### config.mk
export PLATFORM = sky130hd
export DESIGN_NAME = prog_mod_counter
export DESIGN_NICKNAME = d
export VERILOG_FILES = /design/src/rtl/prog_mod_counter.sv
export SDC_FILE = /design/constraint.sdc
export NUM_CORES = 1
export LEC_CHECK = 0
export CAP_MARGIN = 30
export CORE_MARGIN = 2
export CORE_UTILIZATION = 48
export DETAILED_ROUTE_END_ITERATION = 10
export PLACE_DENSITY = 0.72
export SYNTH_ARGS = -nofsm -noshare
export SYNTH_HDL_FRONTEND = slang
export SYNTH_SLANG_ARGS = --single-unit
### constraint.sdc
create_clock -name clk -period 4.32 [get_ports clk]
set_clock_uncertainty 0.1 [all_clocks]
set_input_delay 0.864 -clock clk [delete_from_list [all_inputs] [get_ports clk]]
set_output_delay 0.864 -clock clk [all_outputs]
set_load 0.01 [all_outputs]
### src/rtl/prog_mod_counter.sv
// Run-time programmable modulo-M counter: start/stop, up/down, continuous or one-shot, clamped parallel load.
// q/busy/done registered (1 edge after cause); max_tick combinational in the cycle before a wrap edge.
module prog_mod_counter #(
    parameter int W = 16
) (
    input  logic         clk,
    input  logic         reset_n,
    input  logic         en,
    input  logic         start,
    input  logic         stop,
    input  logic         mode,
    input  logic         dir,
    input  logic [W-1:0] mod_m,
    input  logic         load,
    input  logic [W-1:0] load_val,
    output logic [W-1:0] q,
    output logic         max_tick,
    output logic         busy,
    output logic         done
);

    typedef enum logic [1:0] {
        S_IDLE = 2'd0,
        S_RUN  = 2'd1,
        S_DONE = 2'd2
    } state_t;

    state_t       state_q, state_d;
    logic [W-1:0] cnt_q, cnt_d;
    logic [W-1:0] m_q, m_d;
    logic         busy_q, done_q;

    logic [W-1:0] m_samp;
    logic [W-1:0] term;
    logic [W-1:0] init_new;
    logic [W-1:0] load_clamp;
    logic         at_term;

    // init_new always uses the freshly sampled modulus, since every user of it also resamples m.
    always_comb begin
        m_samp     = (mod_m == '0) ? W'(1) : mod_m;
        term       = dir ? '0 : (m_q - W'(1));
        init_new   = dir ? (m_samp - W'(1)) : '0;
        load_clamp = (load_val >= m_q) ? (m_q - W'(1)) : load_val;
        at_term    = (cnt_q == term);
    end

    always_comb begin
        state_d = state_q;
        cnt_d   = cnt_q;
        m_d     = m_q;
        if (stop) begin
            state_d = S_IDLE;
        end else if (start) begin
            state_d = S_RUN;
            cnt_d   = init_new;
            m_d     = m_samp;
        end else if (load) begin
            cnt_d   = load_clamp;
        end else if (state_q == S_RUN && en) begin
            if (!at_term) begin
                cnt_d = dir ? (cnt_q - W'(1)) : (cnt_q + W'(1));
            end else if (mode) begin
                state_d = S_DONE;
            end else begin
                cnt_d = init_new;
                m_d   = m_samp;
            end
        end
    end

    always_ff @(posedge clk) begin
        if (!reset_n) begin
            state_q <= S_IDLE;
            cnt_q   <= '0;
            m_q     <= W'(1);
            busy_q  <= 1'b0;
            done_q  <= 1'b0;
        end else begin
            state_q <= state_d;
            cnt_q   <= cnt_d;
            m_q     <= m_d;
            busy_q  <= (state_d == S_RUN);
            done_q  <= (state_d == S_DONE);
        end
    end

    // Gated by reset_n so an aborting reset never leaves a tick behind.
    assign max_tick = reset_n && (state_q == S_RUN) && en && at_term && !stop && !start && !load;
    assign q        = cnt_q;
    assign busy     = busy_q;
    assign done     = done_q;

endmodule

---- After elaboration in Yosys (flattened, before gate mapping) ----
Cells that the tools add are included.
cells by class
  add/subtract/negate cells ............... 4
  order comparisons ....................... 1
  equality and inequality tests ........... 7
  multiplexer cells ....................... 21
  bitwise gates (word level) .............. 1
  reductions and logical operators ........ 16
operators by type and width
  kind                                                                  number
  16-bit 2-to-1 mux                                                     15
  16-bit by 1-bit subtractor with 16-bit output, second input constant  3
  16-bit by 1-bit adder with 16-bit output, second input constant       1
  16-bit == test                                                        1
  16-bit >= comparator                                                  1
  16-bit zero test                                                      1
  2-bit 2-to-1 mux                                                      6
  1-bit logical AND                                                     7
  5-bit AND reduction                                                   1
  2-bit by 1-bit == test with 1-bit output, second input constant       2
  2-bit != test, second input constant                                  2
  4-bit != test, second input constant                                  1
  2-bit nonzero test                                                    2
  1-bit zero test                                                       3
  3-bit AND reduction                                                   1
  3-bit nonzero test                                                    1
  2-bit == test, second input constant                                  1
  1-bit inverter                                                        1
storage, ports and cells
  bits in registers ....................... 36
  bits of input ports ..................... 40
  output and inout bits ................... 19
  word-level logic and storage cells ...... 55

---- Depth between registers and ports, before layout ----
Gate-level depths: netlist of the first run.
  depth after elaboration ................. 9
  mapped depth ............................ 15
  mapped depth without buffers ............ 11

---- Worst setup path after synthesis of the first run ----
OpenSTA, ideal clock, no wires.
  kind .................................... register to output
  from .................................... register m_q[0]
  to ...................................... output max_tick
  data arrival time ....................... 3.265 ns
  required time ........................... 3.356 ns
  slack ................................... 0.091 ns
  cell stages (with the launch flop) ...... 12
  buffers on the path ..................... 1
  cell sequence ........................... dfxtp_1 > clkbuf_1 > inv_1 > ha_1 > or4b_1 > or4_1 > and3_1 > or4_4 > or3_1 > nor3_1 > nand4b_1 > nor4_1
between the ends
  longest elaborated chain between the ends .. 7
RTL lines
  item                                           RTL line  text
  start: declaration                             30        logic [W-1:0] m_q, m_d;
  start signal: assignment                       82        m_q <= m_d;
  16-bit by 1-bit subtractor with 16-bit output  42        term = dir ? '0 : (m_q - W'(1));
  16-bit 2-to-1 mux                              42
  16-bit == test                                 45        at_term = (cnt_q == term);
  1-bit logical AND (4 in series)                89        assign max_tick = reset_n && (state_q == S_RUN) && en && at_term && !stop && !start && !load;
  end: declaration                               17        output logic max_tick,
No other way between the ends.

---- Final worst setup path of the first run ----
  from .................................... register m_q[1]
  to ...................................... output max_tick
Same word-level chain as after synthesis.

==> impl_metrics.json, run 1 <==
{
  "cts_max_level": 2,
  "hp-class": "flip-flop to flip-flop",
  "drtAntennaViolNets": 0,
  "cts.sinks": 36,
  "max_cap_violations": 0,
  "drive_gt1_share_pct": 17.4,
  "critPathRequiredTime_ns": 3.36,
  "syn_nets": 602,
  "grt_max_degree": 22,
  "outcome": "finished, violations left",
  "syn2layout_area_growth_pct": 32.5,
  "core_area_sq_um": 8180,
  "viasPerCell": 6.18,
  "tritoncts": "done",
  "pwr-share-clk_pct": 21.2,
  "route.vias.total": 4598,
  "yosys_warnings": 0,
  "crit_top_cell": "or4_4",
  "setup_ws_ns": -0.0516,
  "utilization_pct": 65.6,
  "hold_viol": 0,
  "cp_slowest_cell": "or4b_4",
  "dp_slack_ns": -0.710,
  "path_clk_slew_ns": 0.07,
  "swShare_pct": 36.9,
  "min_period_ns": 4.37,
  "synth_area_sq_um": 4050,
  "setup_viol": 1,
  "finalSetupTns_ns": -0.0516,
  "worst_pin_slew_ns": 0.691,
  "antenna_cells": 0,
  "clk_path_buf_depth": 2,
  "ys_ff_latch": 36,
  "dp.cells": 735,
  "synth_flop_cell": "dfxtp_1",
  "boundaryPins": 59,
  "crit_type": "flip-flop to output pin",
  "seq_area_frac_synth_pct": 17.8,
  "gr-total-overflow": 0,
  "grt_first_pass_wirelength_um": 21100,
  "antenna_found_initial": 0,
  "irDropWorstVdd_v": 0.000128,
  "leakagePower_nw": 2.14,
  "fmax_mhz": 229,
  "portBuffers": 58,
  "grt_pass1_vias": 4226,
  "fin_nets": 711,
  "yosysMostFrequentCell": "a21oi_1",
  "seqPwrFrac_pct": 31.4,
  "whs_path_depth": 2,
  "cpPeakStageDelay_ns": 0.48,
  "synth_area_leaders": "dfxtp_1 (18%), ha_1 (9.9%), a21oi_1 (7.2%), o21ai_0 (5.6%), xnor2_1 (4.8%)",
  "dieHeight_um": 95.8,
  "root_buffer": "clkbuf_8",
  "grt_use_total_pct": 30.0,
  "drtPass1Iterations": 6,
  "insertion_delay_ns": 0.29,
  "p_comb_share_pct": 47.4,
  "final-instance-count-excl-fill": 744,
  "cellPowerDensity_nw_per_um2": 227,
  "violations": "setup timing",
  "dieWidth_um": 95.8,
  "wl_um": 13600,
  "fillers": 744,
  "finalMaxSlewViolations": 0,
  "synth_largest_area_cell": "dfxtp_1",
  "cts_buffers": 5,
  "endpoint_kind": "output pin",
  "p_int_uw": 770,
  "max_slew_margin_pct": 53.8,
  "start_util_pct": 49.5,
  "critPathLaunchType": "flip-flop",
  "crit_chain": "inv_4 -> ha_4 -> or4b_4 -> or4_4 -> and3_4 -> or4_4 -> or3_4 -> nor3_2 -> nand4b_1 -> nor4_2 -> buf_2",
  "die_area_sq_um": 9180,
  "synth_edf_count": 0,
  "globalplace.congestion": 0.985,
  "synth.distinct_cells": 69,
  "p_sw_uw": 450,
  "drc": 0,
  "hold_buffers": 0,
  "row_count": 33,
  "synth_cells": 529,
  "post_drt_wl_per_cell_um": 18.2,
  "async_flop_share_pct": 0,
  "synth_common_cells": "a21oi_1 (58), o21ai_0 (45), dfxtp_1 (36), nor2_1 (36), ha_1 (32)",
  "cp_max_fo": 2,
  "rsz0062_at_grt": "true",
  "dp_hpwl_um": 11100,
  "drt-initial-drc-count": 466,
  "crit_arrival_ns": 3.41,
  "synth.top_cell.area_share_pct": 17.8,
  "r2r_cells": 15,
  "syn_area_per_cell_sq_um": 7.65,
  "period_share_pct": 101
}
[cell usage in the layout, fill, tap and decap left out, types with 5 or more instances in the layout]
master	n
nor2b_1	5
xnor2_1	22
nor4_1	9
nand3_1	16
nand2_1	26
o21a_1	7
nor3_1	9
ha_1	31
a31oi_1	6
xor2_1	16
or4_1	10
clkdlybuf4s50_1	56
nor2_1	36
dfxtp_1	35
clkbuf_8	6
a221oi_1	6
buf_4	70
nand4_1	7
nand2b_1	5
inv_1	26
a21oi_1	58
a21o_1	12
o21ai_0	44
a211oi_1	9
[area by class of cell]
cell class | count | area (sq um) | area share [%]
timing repair buffer | 132 | 1180 | 22.0
clock buffer | 6 | 82.6 | 1.54
tap | 105 | 131 | 2.45
sequential | 36 | 722 | 13.5
multi-input combinational | 433 | 3120 | 58.2
inverter | 30 | 115 | 2.15
clock inverter | 2 | 10.0 | 0.187
[routing by layer]
metal / vias up / wire length (um) / global-route usage (%)
met3: 26 / 1180 / 4.46
met4: 0 / 212 / 5.71
met5: - / 0 / 0
met2: 196 / 6290 / 49.4
li1: 2227 / - / -
met1: 2149 / 5870 / 42.0
[timing repair]
action / in CTS / in global routing
buffers inserted: 1 / 0
setup endpoints to repair: 1 / 1
hold endpoints to repair: 0 / 0
pin swaps: 5 / 2
resized for setup: 16 / 2
[through the flow]
step	hold slack, ns	total power [mW]	area, sq um
after floorplan	0.367	0.709	4050
after global placement	0.373	0.937	5230
after detailed placement	0.390	0.948	5230
after CTS	0.401	1.21	5360
after global routing	0.438	1.29	5360
final	0.402	1.22	5360
[final timing paths]
check | startpoint | slack (ns) | endpoint
max | m_q[1] | -0.05 | max_tick
min reg2reg | state_q[1] | 0.40 | state_q[1]
min | state_q[1] | 0.40 | state_q[1]
max reg2reg | m_q[1] | 0.43 | m_q[10]
[kinds of logic after synthesis]
family / Yosys count / synth area share [%]
flops: 36 / 17.8
buf+inv: 60 / 6.15
xor+xnor: 42 / 10.4
compound gates: 190 / 30.8
simple gates: 163 / 23.1
mux: 5 / 1.27
fa+ha+maj: 33 / 10.4
[power by group through the flow]
stage	registers (mW)	logic, mW	clock network (mW)
floorplan	0.386	0.323	0
global placement	0.388	0.549	0
detailed placement	0.389	0.559	0
global route	0.386	0.628	0.281
finish	0.383	0.579	0.258
CTS	0.382	0.570	0.261
[state kept, by name, summed over array words and instances, names as in the netlist]
register,count
busy,1
m_q,16
state_q,2
done,1
q,16
[worst max-delay path: cells and delay by family, from the launching register on]
kind | cells | cell delay [ns]
fa+ha+maj | 1 | 0.13
buf+inv | 2 | 0.23
flops | 1 | 0.34
simple gates | 8 | 2.42
Note: power is estimated with default switching activity, not from simulation.
==> inputs of run 2 (changes only) <==
--- a/config.mk
+++ b/config.mk
@@ -13,3 +13,4 @@
 export SYNTH_ARGS = -nofsm -noshare
 export SYNTH_HDL_FRONTEND = slang
 export SYNTH_SLANG_ARGS = --single-unit
+export TNS_END_PERCENT = 5
==> results of run 2 <==
Same layout as run 1: the final DEF is identical, and so are final timing and power.
